## src/rtl/pool_row_combiner.sv

```systemverilog
// pool_row_combiner
//   Vertical half of a 2x2 max-pool. It takes the stream of horizontal pair
//   maxima and buffers one pooled row of them (FILL). On the next row (EMIT)
//   it combines each buffered value with the vertically adjacent value using
//   the ReLU-max rule and emits one pooled activation per column.
//
// Ports
//   clk        : clock, all state on the rising edge
//   rst        : synchronous active-high reset (has priority over in_valid)
//   in_valid   : in_data is valid this cycle (always consumed)
//   in_data    : sign-magnitude word, bit31 = sign, [30:0] = magnitude
//   out_valid  : one-cycle pulse, out_data/out_col are valid
//   out_data   : pooled activation, always non-negative
//   out_col    : pooled column index of out_data
//   frame_done : pulses together with the last pooled output of a frame
module pool_row_combiner #(
  parameter int OUT_W = 14,
  parameter int OUT_H = 14,
  localparam int CW = (OUT_W > 1) ? $clog2(OUT_W) : 1,
  localparam int RW = (OUT_H > 1) ? $clog2(OUT_H) : 1
) (
  input  logic          clk,
  input  logic          rst,
  input  logic          in_valid,
  input  logic [31:0]   in_data,
  output logic          out_valid,
  output logic [31:0]   out_data,
  output logic [CW-1:0] out_col,
  output logic          frame_done
);

  typedef enum logic {S_FILL, S_EMIT} state_t;

  state_t        r_state;
  logic [CW-1:0] r_col;
  logic [RW-1:0] r_row;
  logic [31:0]   r_rowbuf [OUT_W];

  logic [31:0]   w_top;
  logic [31:0]   w_max;
  logic          w_last_col;
  logic          w_last_row;

  assign w_top      = r_rowbuf[r_col];
  assign w_last_col = (r_col == CW'(OUT_W - 1));
  assign w_last_row = (r_row == RW'(OUT_H - 1));

  // ReLU-max of two sign-magnitude words. Any negative operand (including
  // negative zero) drops out; if both are negative the result clamps to 0.
  // The result therefore never has bit31 set.
  always_comb begin
    w_max = 32'd0;
    unique case ({w_top[31], in_data[31]})
      2'b11:   w_max = 32'd0;
      2'b10:   w_max = in_data;
      2'b01:   w_max = w_top;
      default: w_max = (w_top[30:0] >= in_data[30:0]) ? w_top : in_data;
    endcase
  end

  // Row buffer: written only in FILL and read only in EMIT, so a column is
  // never read and written in the same cycle. Contents need no reset.
  always_ff @(posedge clk) begin
    if (!rst && in_valid && r_state == S_FILL)
      r_rowbuf[r_col] <= in_data;
  end

  always_ff @(posedge clk) begin
    if (rst) begin
      r_state    <= S_FILL;
      r_col      <= '0;
      r_row      <= '0;
      out_valid  <= 1'b0;
      out_data   <= 32'd0;
      out_col    <= '0;
      frame_done <= 1'b0;
    end else begin
      // Pulses default low; out_data/out_col hold between outputs.
      out_valid  <= 1'b0;
      frame_done <= 1'b0;
      if (in_valid) begin
        r_col <= w_last_col ? '0 : r_col + CW'(1);
        unique case (r_state)
          S_FILL: begin
            if (w_last_col) r_state <= S_EMIT;
          end
          S_EMIT: begin
            out_valid <= 1'b1;
            out_data  <= w_max;
            out_col   <= r_col;
            if (w_last_col) begin
              r_state    <= S_FILL;
              r_row      <= w_last_row ? '0 : r_row + RW'(1);
              frame_done <= w_last_row;
            end
          end
          default: r_state <= S_FILL;
        endcase
      end
    end
  end

endmodule

```

## config.mk

```make
export PLATFORM = sky130hd
export DESIGN_NAME = pool_row_combiner
export DESIGN_NICKNAME = d
export VERILOG_FILES = /design/src/rtl/pool_row_combiner.sv
export SDC_FILE = /design/constraint.sdc
export NUM_CORES = 1
export LEC_CHECK = 0
export BUFFER_PORTS_ARGS = -buffer_cell sky130_fd_sc_hd__buf_2
export CORE_MARGIN = 2
export CORE_UTILIZATION = 60
export CTS_CLUSTER_SIZE = 30
export DETAILED_ROUTE_END_ITERATION = 10
export GPL_ROUTABILITY_DRIVEN = 0
export PLACE_DENSITY = 0.85
export SYNTH_ARGS = -nofsm -noshare
export SYNTH_HDL_FRONTEND = slang
export SYNTH_SLANG_ARGS = --single-unit
```

## constraint.sdc

```tcl
create_clock -name clk -period 5.7 [get_ports clk]
set_clock_uncertainty 0.05 [all_clocks]
set_input_delay 0.57 -clock clk [delete_from_list [all_inputs] [get_ports clk]]
set_output_delay 0.57 -clock clk [all_outputs]
set_load 0.01 [all_outputs]
```

==> impl_metrics.env, run 1 <==
export IMPL_cts_post_setup_buffers_inserted=0
export IMPL_compound_cell_area_share_of_the_yosys_netlist=0.0499
export IMPL_initial_antenna_violation_count=2
export IMPL_filler_cell_count_in_the_final_layout=1995
export IMPL_crit_arrival_ns=5.24
export IMPL_timing_final_setup_violations=0
export IMPL_antenna_cells=0
export IMPL_initialDrtViolationCount=1415
export IMPL_synth_mux_area_fraction=0.142
export IMPL_hpwl_um=24700
export IMPL_cts_sinks=499
export IMPL_min_delay_path_class="in2reg"
export IMPL_vdd_ir_drop_worst_mv=0.241
export IMPL_number_of_buffers_created_by_cts=47
export IMPL_netlist_area_leader_share=0.672
export IMPL_reg2reg_depth=13
export IMPL_post_synth_top_count_cell="sky130_fd_sc_hd__edfxtp_1"
export IMPL_synth_xor_xnor_area_share=0.00131
export IMPL_rsz0062_at_grt="false"
export IMPL_worstHoldPathCells=1
export IMPL_leak_nw=7.81
export IMPL_synth_cell_types=51
export IMPL_maxCapViolations=0
export IMPL_synth_seq_cells=499
export IMPL_cts_root_buffer_cell="sky130_fd_sc_hd__clkbuf_16"
export IMPL_power_switching_share=0.214
export IMPL_cts_tree="yes"
export IMPL_ant_nets=0
export IMPL_die_height_um=187
export IMPL_clk_insertion_delay_late_ns=0.56
export IMPL_cts_htree_levels=2
export IMPL_synth_async_reset_ratio=0
export IMPL_netlist_top_cells_area="sky130_fd_sc_hd__edfxtp_1, sky130_fd_sc_hd__mux4_2, sky130_fd_sc_hd__dfxtp_1"
export IMPL_dieWidth_um=187
export IMPL_worst_pin_slew_ns=1.17
export IMPL_worst_setup_path_type="reg2reg"
export IMPL_clock_fmax_mhz=206
export IMPL_power_share_combinational=0.072
export IMPL_drc=0
export IMPL_power_density_nw_per_um2=343
export IMPL_endpoints_failing_hold=0
export IMPL_synth_fa_ha_area_frac=0.0194
export IMPL_cts_reportedPaths_clkPinSlew_ns=0.06
export IMPL_dpl_worst_slack_ns=1.01
export IMPL_first_global_vias=11076
export IMPL_slew_violations=0
export IMPL_layout_nets=1261
export IMPL_initial_core_util=0.612
export IMPL_boundaryPins=73
export IMPL_yosys_warnings=0
export IMPL_seq_area_frac_synth=0.723
export IMPL_cts_resized_gates=0
export IMPL_drt_total_wl_um=44800
export IMPL_cp_max_fo=36
export IMPL_result_of_the_run="completed"
export IMPL_setup_tns_final_ns=0
export IMPL_slew_headroom=0.217
export IMPL_finalCritPeriodShare=0.852
export IMPL_multi_input_area_um2=5240
export IMPL_syn_num_nets=1167
export IMPL_post_cts_hold_buffer_count=0
export IMPL_gr_total_overflow=0
export IMPL_pwr_share_seq=0.519
export IMPL_placement_rows=66
export IMPL_synth_simple_gate_area_share=0.0442
export IMPL_first_pass_grt_wire_length_um=66600
export IMPL_netlist_instances=1101
export IMPL_drive_above_1_share=0.267
export IMPL_power_clock_fraction=0.409
export IMPL_internal_power_mw=6.11
export IMPL_fp_dieArea_um2=34800
export IMPL_most_common_flop_cell_mapped_by_yosys="sky130_fd_sc_hd__edfxtp_1"
export IMPL_drtPass1Iterations=5
export IMPL_worst_setup_path_end_kind="register"
export IMPL_post_synth_cell_area_avg_um2=18.2
export IMPL_yosysTopAreaCell="sky130_fd_sc_hd__edfxtp_1"
export IMPL_core_um2=32700
export IMPL_vias=10927
export IMPL_vias_per_cell=6.52
export IMPL_grt_usage=0.256
export IMPL_synth_edf_count=448
export IMPL_startpoint_type_of_the_worst_setup_path="register"
export IMPL_seq_area_um2=14500
export IMPL_mappedNetlistArea_um2=20000
export IMPL_ys_top_cells_by_count="sky130_fd_sc_hd__edfxtp_1, sky130_fd_sc_hd__mux4_2, sky130_fd_sc_hd__nand2_1, sky130_fd_sc_hd__a21oi_1, sky130_fd_sc_hd__dfxtp_1"
export IMPL_synth_top_family_by_area="multiplexers"
export IMPL_net_load_switching_power_mw=1.66
export IMPL_routed_wire_length_per_instance_um=26.8
export IMPL_final_setup_worst_slack_ns=0.843
export IMPL_io_buffers=72
export IMPL_clock_period_minus_worst_slack_ns=4.86
export IMPL_worst_endpoint_required_ns=6.09
export IMPL_clk_path_buf_depth=3
export IMPL_pin_count_of_the_biggest_net_entering_global_routing=43
export IMPL_layout_area_overhead_vs_synth_pct=13.1
cell usage in the layout, fill, tap and decap left out, types with 3 or more instances in the layout:
cell type,count
sky130_fd_sc_hd__a21o_1,3
sky130_fd_sc_hd__a21oi_1,51
sky130_fd_sc_hd__a22oi_1,29
sky130_fd_sc_hd__a31oi_1,3
sky130_fd_sc_hd__and2_0,31
sky130_fd_sc_hd__buf_12,4
sky130_fd_sc_hd__buf_2,72
sky130_fd_sc_hd__buf_4,30
sky130_fd_sc_hd__bufinv_16,5
sky130_fd_sc_hd__clkbuf_1,8
sky130_fd_sc_hd__clkbuf_16,48
sky130_fd_sc_hd__clkbuf_8,6
sky130_fd_sc_hd__clkinv_1,4
sky130_fd_sc_hd__clkinv_2,14
sky130_fd_sc_hd__dfxtp_1,49
sky130_fd_sc_hd__edfxtp_1,448
sky130_fd_sc_hd__ha_1,31
sky130_fd_sc_hd__inv_1,32
sky130_fd_sc_hd__mux2_2,30
sky130_fd_sc_hd__mux2i_1,34
sky130_fd_sc_hd__mux4_2,95
sky130_fd_sc_hd__nand2_1,56
sky130_fd_sc_hd__nand3_1,4
sky130_fd_sc_hd__nor2_1,17
sky130_fd_sc_hd__nor2_4,9
sky130_fd_sc_hd__nor2b_1,31
sky130_fd_sc_hd__nor3_1,5
sky130_fd_sc_hd__o21ai_0,5
sky130_fd_sc_hd__o21ai_1,3
sky130_fd_sc_hd__o32a_1,31
sky130_fd_sc_hd__xnor2_1,3
registers in the layout (all words and copies together), names as in the netlist, named ones only:
name and flops:
r_col 4, out_col 4, out_data 32, r_state 1, r_row 4, frame_done 1, out_valid 1, r_rowbuf 448
power by group through the flow:
| stage | combinational, mW | sequential (mW) | clock [mW] |
|---|---|---|---|
| 2_1_floorplan | 0.385 | 4.09 | 0 |
| 3_3_place_gp | 0.523 | 4.11 | 0 |
| 3_5_place_dp | 0.544 | 4.11 | 0 |
| 4_1_cts | 0.554 | 4.03 | 3.21 |
| 5_1_grt | 0.598 | 4.03 | 3.35 |
| 6_report | 0.556 | 4.03 | 3.18 |
layer usage:
metal	share of wire	vias up	wire, µm	track usage
met5	0.00058	-	26	0
met1	0.38	5512	16900	0.347
met4	0.034	4	1540	0.0943
met2	0.49	680	21900	0.415
li1	-	4590	-	-
met3	0.099	141	4450	0.0559
worst max-delay path, cell delays in order (launching register included):
cell                        delay (ns)
sky130_fd_sc_hd__dfxtp_4          0.62
sky130_fd_sc_hd__buf_12           0.32
sky130_fd_sc_hd__mux4_2           0.58
sky130_fd_sc_hd__mux2i_1          0.21
sky130_fd_sc_hd__a22oi_1          0.16
sky130_fd_sc_hd__ha_1             0.33
sky130_fd_sc_hd__a21o_1           0.19
sky130_fd_sc_hd__a211o_1          0.36
sky130_fd_sc_hd__nor3_1           0.43
sky130_fd_sc_hd__o2111ai_2        0.24
sky130_fd_sc_hd__nand3_1          0.30
sky130_fd_sc_hd__buf_4            0.43
sky130_fd_sc_hd__nor2b_1          0.11
sky130_fd_sc_hd__o32a_1           0.35
kinds of logic (layout without fill, tap and decap cells):
logic type	Yosys count	in the layout
xor gates and xnor gates	3	3
adders and majority gates	31	31
and+or+nand+nor	174	174
buffers and inverters	95	228
muxes	160	160
DFF	499	499
AOI/OAI and AO/OA	139	139
path summary, 6_finish.rpt:
path                 endpoint         from  slack (ns)
max reg2reg      out_data[15]     register        0.84
min reg2reg        out_col[2]   out_col[2]        0.41
max              out_data[15]     register        0.84
min          r_rowbuf[11][28]  in_data[28]        0.33
metrics by stage:
stage / power [mW] / std cells / cell area [µm²] / hold slack, ns / utilization
finish: 7.77 / 1676 / 22600 / 0.329 / 0.693
global route: 7.98 / 1676 / 22600 / 0.330 / 0.693
CTS: 7.79 / 1676 / 22600 / 0.321 / 0.693
detailed placement: 4.66 / 1588 / 21100 / 0.401 / 0.644
global placement: 4.63 / 1588 / 21100 / 0.393 / 0.644
floorplan: 4.48 / 1101 / 20000 / 0.416 / -
cell type report:
class,count,share of cell area
Clock buffer,62,0.0580
Clock inverter,26,0.0118
Inverter,34,0.00563
Multi-Input combinational cell,507,0.231
Sequential cell,499,0.639
Tap cell,442,0.0244
Timing Repair Buffer,106,0.0294
(Power assumes the default switching activity.)
==> run 2, diff against run 1 <==
--- a/config.mk
+++ b/config.mk
@@ -6,6 +6,7 @@
 export NUM_CORES = 1
 export LEC_CHECK = 0
 export BUFFER_PORTS_ARGS = -buffer_cell sky130_fd_sc_hd__buf_2
+export CORE_ASPECT_RATIO = 0.7
 export CORE_MARGIN = 2
 export CORE_UTILIZATION = 60
 export CTS_CLUSTER_SIZE = 30
==> impl_metrics.env, run 2 (same netlist as run 1, synthesis figures left out) <==
export IMPL_result_of_the_run="completed"
export IMPL_core_um2=32600
export IMPL_pin_count_of_the_biggest_net_entering_global_routing=40
export IMPL_slew_headroom=0.351
export IMPL_cts_htree_levels=2
export IMPL_antenna_cells=0
export IMPL_worst_setup_path_type="reg2reg"
export IMPL_critical_path_max_stage_delay_ns=0.68
export IMPL_finalCritPeriodShare=0.815
export IMPL_clk_path_buf_depth=3
export IMPL_clk_insertion_delay_late_ns=0.56
export IMPL_number_of_buffers_created_by_cts=46
export IMPL_cts_root_buffer_cell="sky130_fd_sc_hd__clkbuf_16"
export IMPL_rsz0062_at_grt="false"
export IMPL_drc=0
export IMPL_timing_final_setup_violations=0
export IMPL_largest_register_ff_count=448
export IMPL_ant_nets=0
export IMPL_cp_max_fo=31
export IMPL_drive_above_1_share=0.261
export IMPL_initial_core_util=0.615
export IMPL_dieWidth_um=222
export IMPL_crit_arrival_ns=5.04
export IMPL_power_density_nw_per_um2=337
export IMPL_io_buffers=72
export IMPL_final_core_utilization=0.692
export IMPL_endpoints_failing_hold=0
export IMPL_hpwl_um=25300
export IMPL_first_pass_grt_wire_length_um=66900
export IMPL_boundaryPins=73
export IMPL_slew_violations=0
export IMPL_vdd_ir_drop_worst_mv=0.252
export IMPL_cts_sinks=499
export IMPL_reg_largest_list="r_rowbuf (448), out_data (32)"
export IMPL_drt_total_wl_um=44800
export IMPL_layout_nets=1263
export IMPL_grt_usage=0.262
export IMPL_gr_total_overflow=0
export IMPL_min_delay_path_class="in2reg"
export IMPL_cts_resized_gates=0
export IMPL_worst_setup_path_end_kind="register"
export IMPL_maxCapViolations=0
export IMPL_setup_tns_final_ns=0
export IMPL_slowest_cell_on_the_critical_path="sky130_fd_sc_hd__dfxtp_4"
export IMPL_cts_post_setup_buffers_inserted=0
export IMPL_first_global_vias=10820
export IMPL_fp_dieArea_um2=34900
export IMPL_post_cts_hold_buffer_count=0
export IMPL_cts_tree="yes"
export IMPL_vias=10752
export IMPL_cts_reportedPaths_clkPinSlew_ns=0.07
export IMPL_worst_pin_slew_ns=0.971
export IMPL_clock_fmax_mhz=215
export IMPL_routed_wire_length_per_instance_um=27.0
export IMPL_path_cells="buf_12 > mux4_2 > mux2i_1 > a22oi_1 > ha_1 > nand4_1 > a2111oi_0 > nand2_1 > o2111ai_2 > a31oi_4 > and2_0 > o32a_1"
export IMPL_worst_endpoint_required_ns=6.09
export IMPL_clock_period_minus_worst_slack_ns=4.65
export IMPL_die_height_um=157
export IMPL_leak_nw=7.76
export IMPL_vias_per_cell=6.48
export IMPL_worstHoldPathCells=1
export IMPL_reg2reg_depth=12
export IMPL_startpoint_type_of_the_worst_setup_path="register"
export IMPL_drtPass1Iterations=5
export IMPL_placement_rows=55
export IMPL_top_register="r_rowbuf"
export IMPL_most_common_layout_cells="sky130_fd_sc_hd__edfxtp_1, sky130_fd_sc_hd__mux4_2, sky130_fd_sc_hd__buf_2"
export IMPL_initial_antenna_violation_count=0
export IMPL_initialDrtViolationCount=1134
export IMPL_most_frequent_standard_cell_in_the_layout_excluding_fill_and_tap_cells="sky130_fd_sc_hd__edfxtp_1"
export IMPL_layout_area_overhead_vs_synth_pct=12.6
run 2: routing by layer:
layer | track usage | wire [µm] | vias to the layer above
met3 | 0.0468 | 3800 | 109
met2 | 0.424 | 21200 | 563
met5 | 0 | 0 | -
met4 | 0.0828 | 1340 | 0
met1 | 0.370 | 18400 | 5485
li1 | - | - | 4595
run 2: metrics by stage:
step           total power, mW  hold slack, ns  area, µm²  setup WS, ns  std cells
6_report                  7.60           0.338      22500          1.05       1660
3_5_place_dp              4.66           0.393      21100          1.10       1576
5_1_grt                   7.82           0.334      22500         0.793       1660
2_1_floorplan             4.48           0.416      20000          1.05       1101
4_1_cts                   7.63           0.326      22500          1.07       1660
3_3_place_gp              4.64           0.396      21100          1.17       1576
run 2: path summary, 6_finish.rpt:
check               start        endpoint  slack (ns)
max              register    out_data[13]        1.05
min            in_data[4]  r_rowbuf[0][4]        0.34
max reg2reg      register    out_data[13]        1.05
min reg2reg  out_data[31]    out_data[31]        0.41
run 2: area by class of cell:
cell class | instances | area (µm²)
clock buffer | 65 | 1330
clock inverter | 19 | 141
fill | 2004 | 10000
inverter | 34 | 128
multi-input combinational | 507 | 5240
sequential | 499 | 14500
tap | 427 | 534
timing repair buffer | 109 | 688
run 2: power by group:
part | total [mW] | internal (mW) | switching [mW]
sequential | 4.04 | 4.01 | 0.0294
combinational | 0.552 | 0.247 | 0.305
clock | 3.01 | 1.71 | 1.30
total | 7.60 | 5.97 | 1.63
run 2: worst max-delay path, delay by kind of cell, from the launching register on:
kind / cells / cell delay, ns
DFF: 1 / 0.68
buffers and inverters: 1 / 0.31
AOI/OAI and AO/OA: 5 / 1.71
adders and majority gates: 1 / 0.38
and+or+nand+nor: 3 / 0.55
muxes: 2 / 0.84
==> run 3, diff against run 2 <==
--- a/config.mk
+++ b/config.mk
@@ -5,6 +5,7 @@
 export SDC_FILE = /design/constraint.sdc
 export NUM_CORES = 1
 export LEC_CHECK = 0
+export ABC_AREA = 1
 export BUFFER_PORTS_ARGS = -buffer_cell sky130_fd_sc_hd__buf_2
 export CORE_ASPECT_RATIO = 0.7
 export CORE_MARGIN = 2
@@ -12,7 +13,7 @@
 export CTS_CLUSTER_SIZE = 30
 export DETAILED_ROUTE_END_ITERATION = 10
 export GPL_ROUTABILITY_DRIVEN = 0
-export PLACE_DENSITY = 0.85
+export PLACE_DENSITY = 0.84
 export SYNTH_ARGS = -nofsm -noshare
 export SYNTH_HDL_FRONTEND = slang
 export SYNTH_SLANG_ARGS = --single-unit
==> constraint.sdc (replaced) <==
create_clock -name clk -period 4.46 [get_ports clk]
set_clock_uncertainty 0.05 [all_clocks]
set_input_delay 0.446 -clock clk [delete_from_list [all_inputs] [get_ports clk]]
set_output_delay 0.446 -clock clk [all_outputs]
set_load 0.01 [all_outputs]
==> impl_metrics.env, run 3 <==
export IMPL_worst_setup_path_type="reg2reg"
export IMPL_netlist_area_leader_share=0.638
export IMPL_slowest_cell_on_the_critical_path="sky130_fd_sc_hd__clkinv_2"
export IMPL_drt_total_wl_um=53100
export IMPL_yosysTopAreaCell="sky130_fd_sc_hd__edfxtp_1"
export IMPL_clock_fmax_mhz=260
export IMPL_power_density_nw_per_um2=414
export IMPL_mappedNetlistArea_um2=21100
export IMPL_netlist_instances=1891
export IMPL_netlist_top_cells_area="sky130_fd_sc_hd__edfxtp_1, sky130_fd_sc_hd__nand2_1, sky130_fd_sc_hd__dfxtp_1"
export IMPL_drc=0
export IMPL_fp_dieArea_um2=36700
export IMPL_layout_nets=1999
export IMPL_endpoints_failing_hold=0
export IMPL_core_um2=34700
export IMPL_finish_cell_count_without_fillers=2437
export IMPL_die_height_um=161
export IMPL_gr_total_overflow=0
export IMPL_worst_pin_slew_ns=1.13
export IMPL_vdd_ir_drop_worst_mv=0.384
export IMPL_syn_num_nets=1957
export IMPL_synth_seq_cells=499
export IMPL_cts_reportedPaths_clkPinSlew_ns=0.06
export IMPL_maxCapViolations=0
export IMPL_ys_top_cells_by_count="sky130_fd_sc_hd__edfxtp_1, sky130_fd_sc_hd__nand2_1, sky130_fd_sc_hd__nor2_1, sky130_fd_sc_hd__o21ai_0, sky130_fd_sc_hd__a21oi_1"
export IMPL_clk_path_buf_depth=3
export IMPL_finalCritPeriodShare=0.862
export IMPL_rsz0062_at_grt="false"
export IMPL_initial_core_util=0.608
export IMPL_io_buffers=72
export IMPL_synth_async_reset_ratio=0
export IMPL_critical_path_max_stage_delay_ns=0.39
export IMPL_result_of_the_run="completed"
export IMPL_synth_cell_types=31
export IMPL_cp_max_fo=62
export IMPL_first_global_vias=14190
export IMPL_crit_arrival_ns=4.28
export IMPL_yosys_warnings=0
export IMPL_antenna_cells=0
export IMPL_slew_violations=0
export IMPL_most_common_flop_cell_mapped_by_yosys="sky130_fd_sc_hd__edfxtp_1"
export IMPL_cts_post_setup_buffers_inserted=0
export IMPL_min_delay_path_class="in2reg"
export IMPL_path_cells="clkinv_2 > buf_12 > buf_4 > nand2_1 > nand2_1 > nand2_1 > nand2_1 > o211ai_1 > nand2_1 > ha_1 > nand2_1 > nor2_1 > nand2_1 > nor2_1 > nand2_1 > nand2_1 > nor2_1 > nand2_2 > buf_12 > nand3_1 > nand2_1 > nor2_1 > nor2_1"
export IMPL_worst_setup_path_end_kind="register"
export IMPL_post_cts_hold_buffer_count=0
export IMPL_grt_usage=0.288
export IMPL_first_pass_grt_wire_length_um=80800
export IMPL_post_synth_cell_area_avg_um2=11.1
export IMPL_initialDrtViolationCount=2251
export IMPL_worst_endpoint_required_ns=4.90
export IMPL_slew_headroom=0.246
export IMPL_clock_period_minus_worst_slack_ns=3.84
export IMPL_vias=14836
export IMPL_routed_wire_length_per_instance_um=21.8
export IMPL_seq_area_frac_synth=0.687
export IMPL_vias_per_cell=6.09
export IMPL_reg_largest_list="r_rowbuf (448), out_data (32)"
export IMPL_largest_register_ff_count=448
export IMPL_setup_tns_final_ns=0
export IMPL_pin_count_of_the_biggest_net_entering_global_routing=135
export IMPL_startpoint_type_of_the_worst_setup_path="register"
export IMPL_layout_area_overhead_vs_synth_pct=10.5
export IMPL_placedCellCount=2359
export IMPL_drive_above_1_share=0.107
export IMPL_dieWidth_um=228
export IMPL_synth_edf_count=448
export IMPL_initial_antenna_violation_count=1
export IMPL_post_synth_top_count_cell="sky130_fd_sc_hd__edfxtp_1"
export IMPL_cts_htree_levels=2
export IMPL_cts_tree="yes"
export IMPL_drtPass1Iterations=7
export IMPL_hpwl_um=29600
export IMPL_cts_root_buffer_cell="sky130_fd_sc_hd__clkbuf_16"
export IMPL_filler_cell_count_in_the_final_layout=2419
export IMPL_most_common_layout_cells="sky130_fd_sc_hd__edfxtp_1, sky130_fd_sc_hd__nand2_1, sky130_fd_sc_hd__nor2_1"
export IMPL_cts_resized_gates=0
export IMPL_cts_sinks=499
export IMPL_number_of_buffers_created_by_cts=44
export IMPL_ant_nets=0
export IMPL_most_frequent_standard_cell_in_the_layout_excluding_fill_and_tap_cells="sky130_fd_sc_hd__edfxtp_1"
export IMPL_boundaryPins=73
export IMPL_crit_path_frequent_cell="sky130_fd_sc_hd__nand2_1"
export IMPL_timing_final_setup_violations=0
export IMPL_placement_rows=57
export IMPL_top_register="r_rowbuf"
export IMPL_leak_nw=8.64
export IMPL_clk_insertion_delay_late_ns=0.56
[run 3: kinds of logic (layout without fill, tap and decap cells)]
group           Yosys count  in the layout  share of synthesized area
simple gates            746            746                      0.140
flops                   499            499                      0.687
fa+ha+maj                31             31                     0.0184
compound gates          401            401                      0.107
buf+inv                 214            288                     0.0473
[run 3: final timing paths]
check                     from      endpoint  slack (ns)  depth (start not counted)
setup / recovery      register   out_data[0]        0.62                         23
hold / removal             rst     out_valid        0.12                          2
setup reg to reg      register   out_data[0]        0.62                         23
hold reg to reg   out_data[31]  out_data[31]        0.40                          2
[run 3: critical path: cells and delay by family (launching register included)]
| family | cells | cell delay (ns) |
|---|---|---|
| and+or+nand+nor | 17 | 1.51 |
| buffers and inverters | 4 | 1.24 |
| adders and majority gates | 1 | 0.32 |
| DFF | 1 | 0.36 |
| AOI/OAI and AO/OA | 1 | 0.18 |
[run 3: routing by layer]
layer,part of all wire,track usage,vias to the layer above,routed length [µm]
met5,0.00026,0,-,14
met4,0.028,0.0963,2,1510
met3,0.12,0.0595,136,6280
met2,0.47,0.462,955,24800
met1,0.39,0.399,7068,20400
li1,-,-,6675,-
[run 3: power by group]
group	switching [mW]	internal, mW
sequential	0.0173	5.12
clock	1.64	2.08
combinational	0.562	0.225
[run 3: metrics by stage]
stage / util / hold slack [ns] / setup slack [ns] / power (mW) / instance area (µm²)
2_1_floorplan: - / 0.392 / 0.811 / 5.76 / 21100
5_1_grt: 0.672 / 0.111 / 0.305 / 9.92 / 23300
3_5_place_dp: 0.632 / 0.392 / 0.738 / 6.00 / 21900
4_1_cts: 0.672 / 0.0989 / 0.707 / 9.64 / 23300
3_3_place_gp: 0.632 / 0.379 / 0.780 / 5.97 / 21900
6_report: 0.672 / 0.115 / 0.615 / 9.64 / 23300
[run 3: final cells by class]
| cell class | count | area, µm² | area share |
|---|---|---|---|
| sequential | 499 | 14500 | 0.622 |
| multi-input combinational | 1178 | 5700 | 0.245 |
| timing repair buffer | 109 | 738 | 0.0317 |
| clock inverter | 28 | 230 | 0.00989 |
| tap | 472 | 591 | 0.0254 |
| inverter | 101 | 383 | 0.0164 |
| clock buffer | 50 | 1150 | 0.0496 |
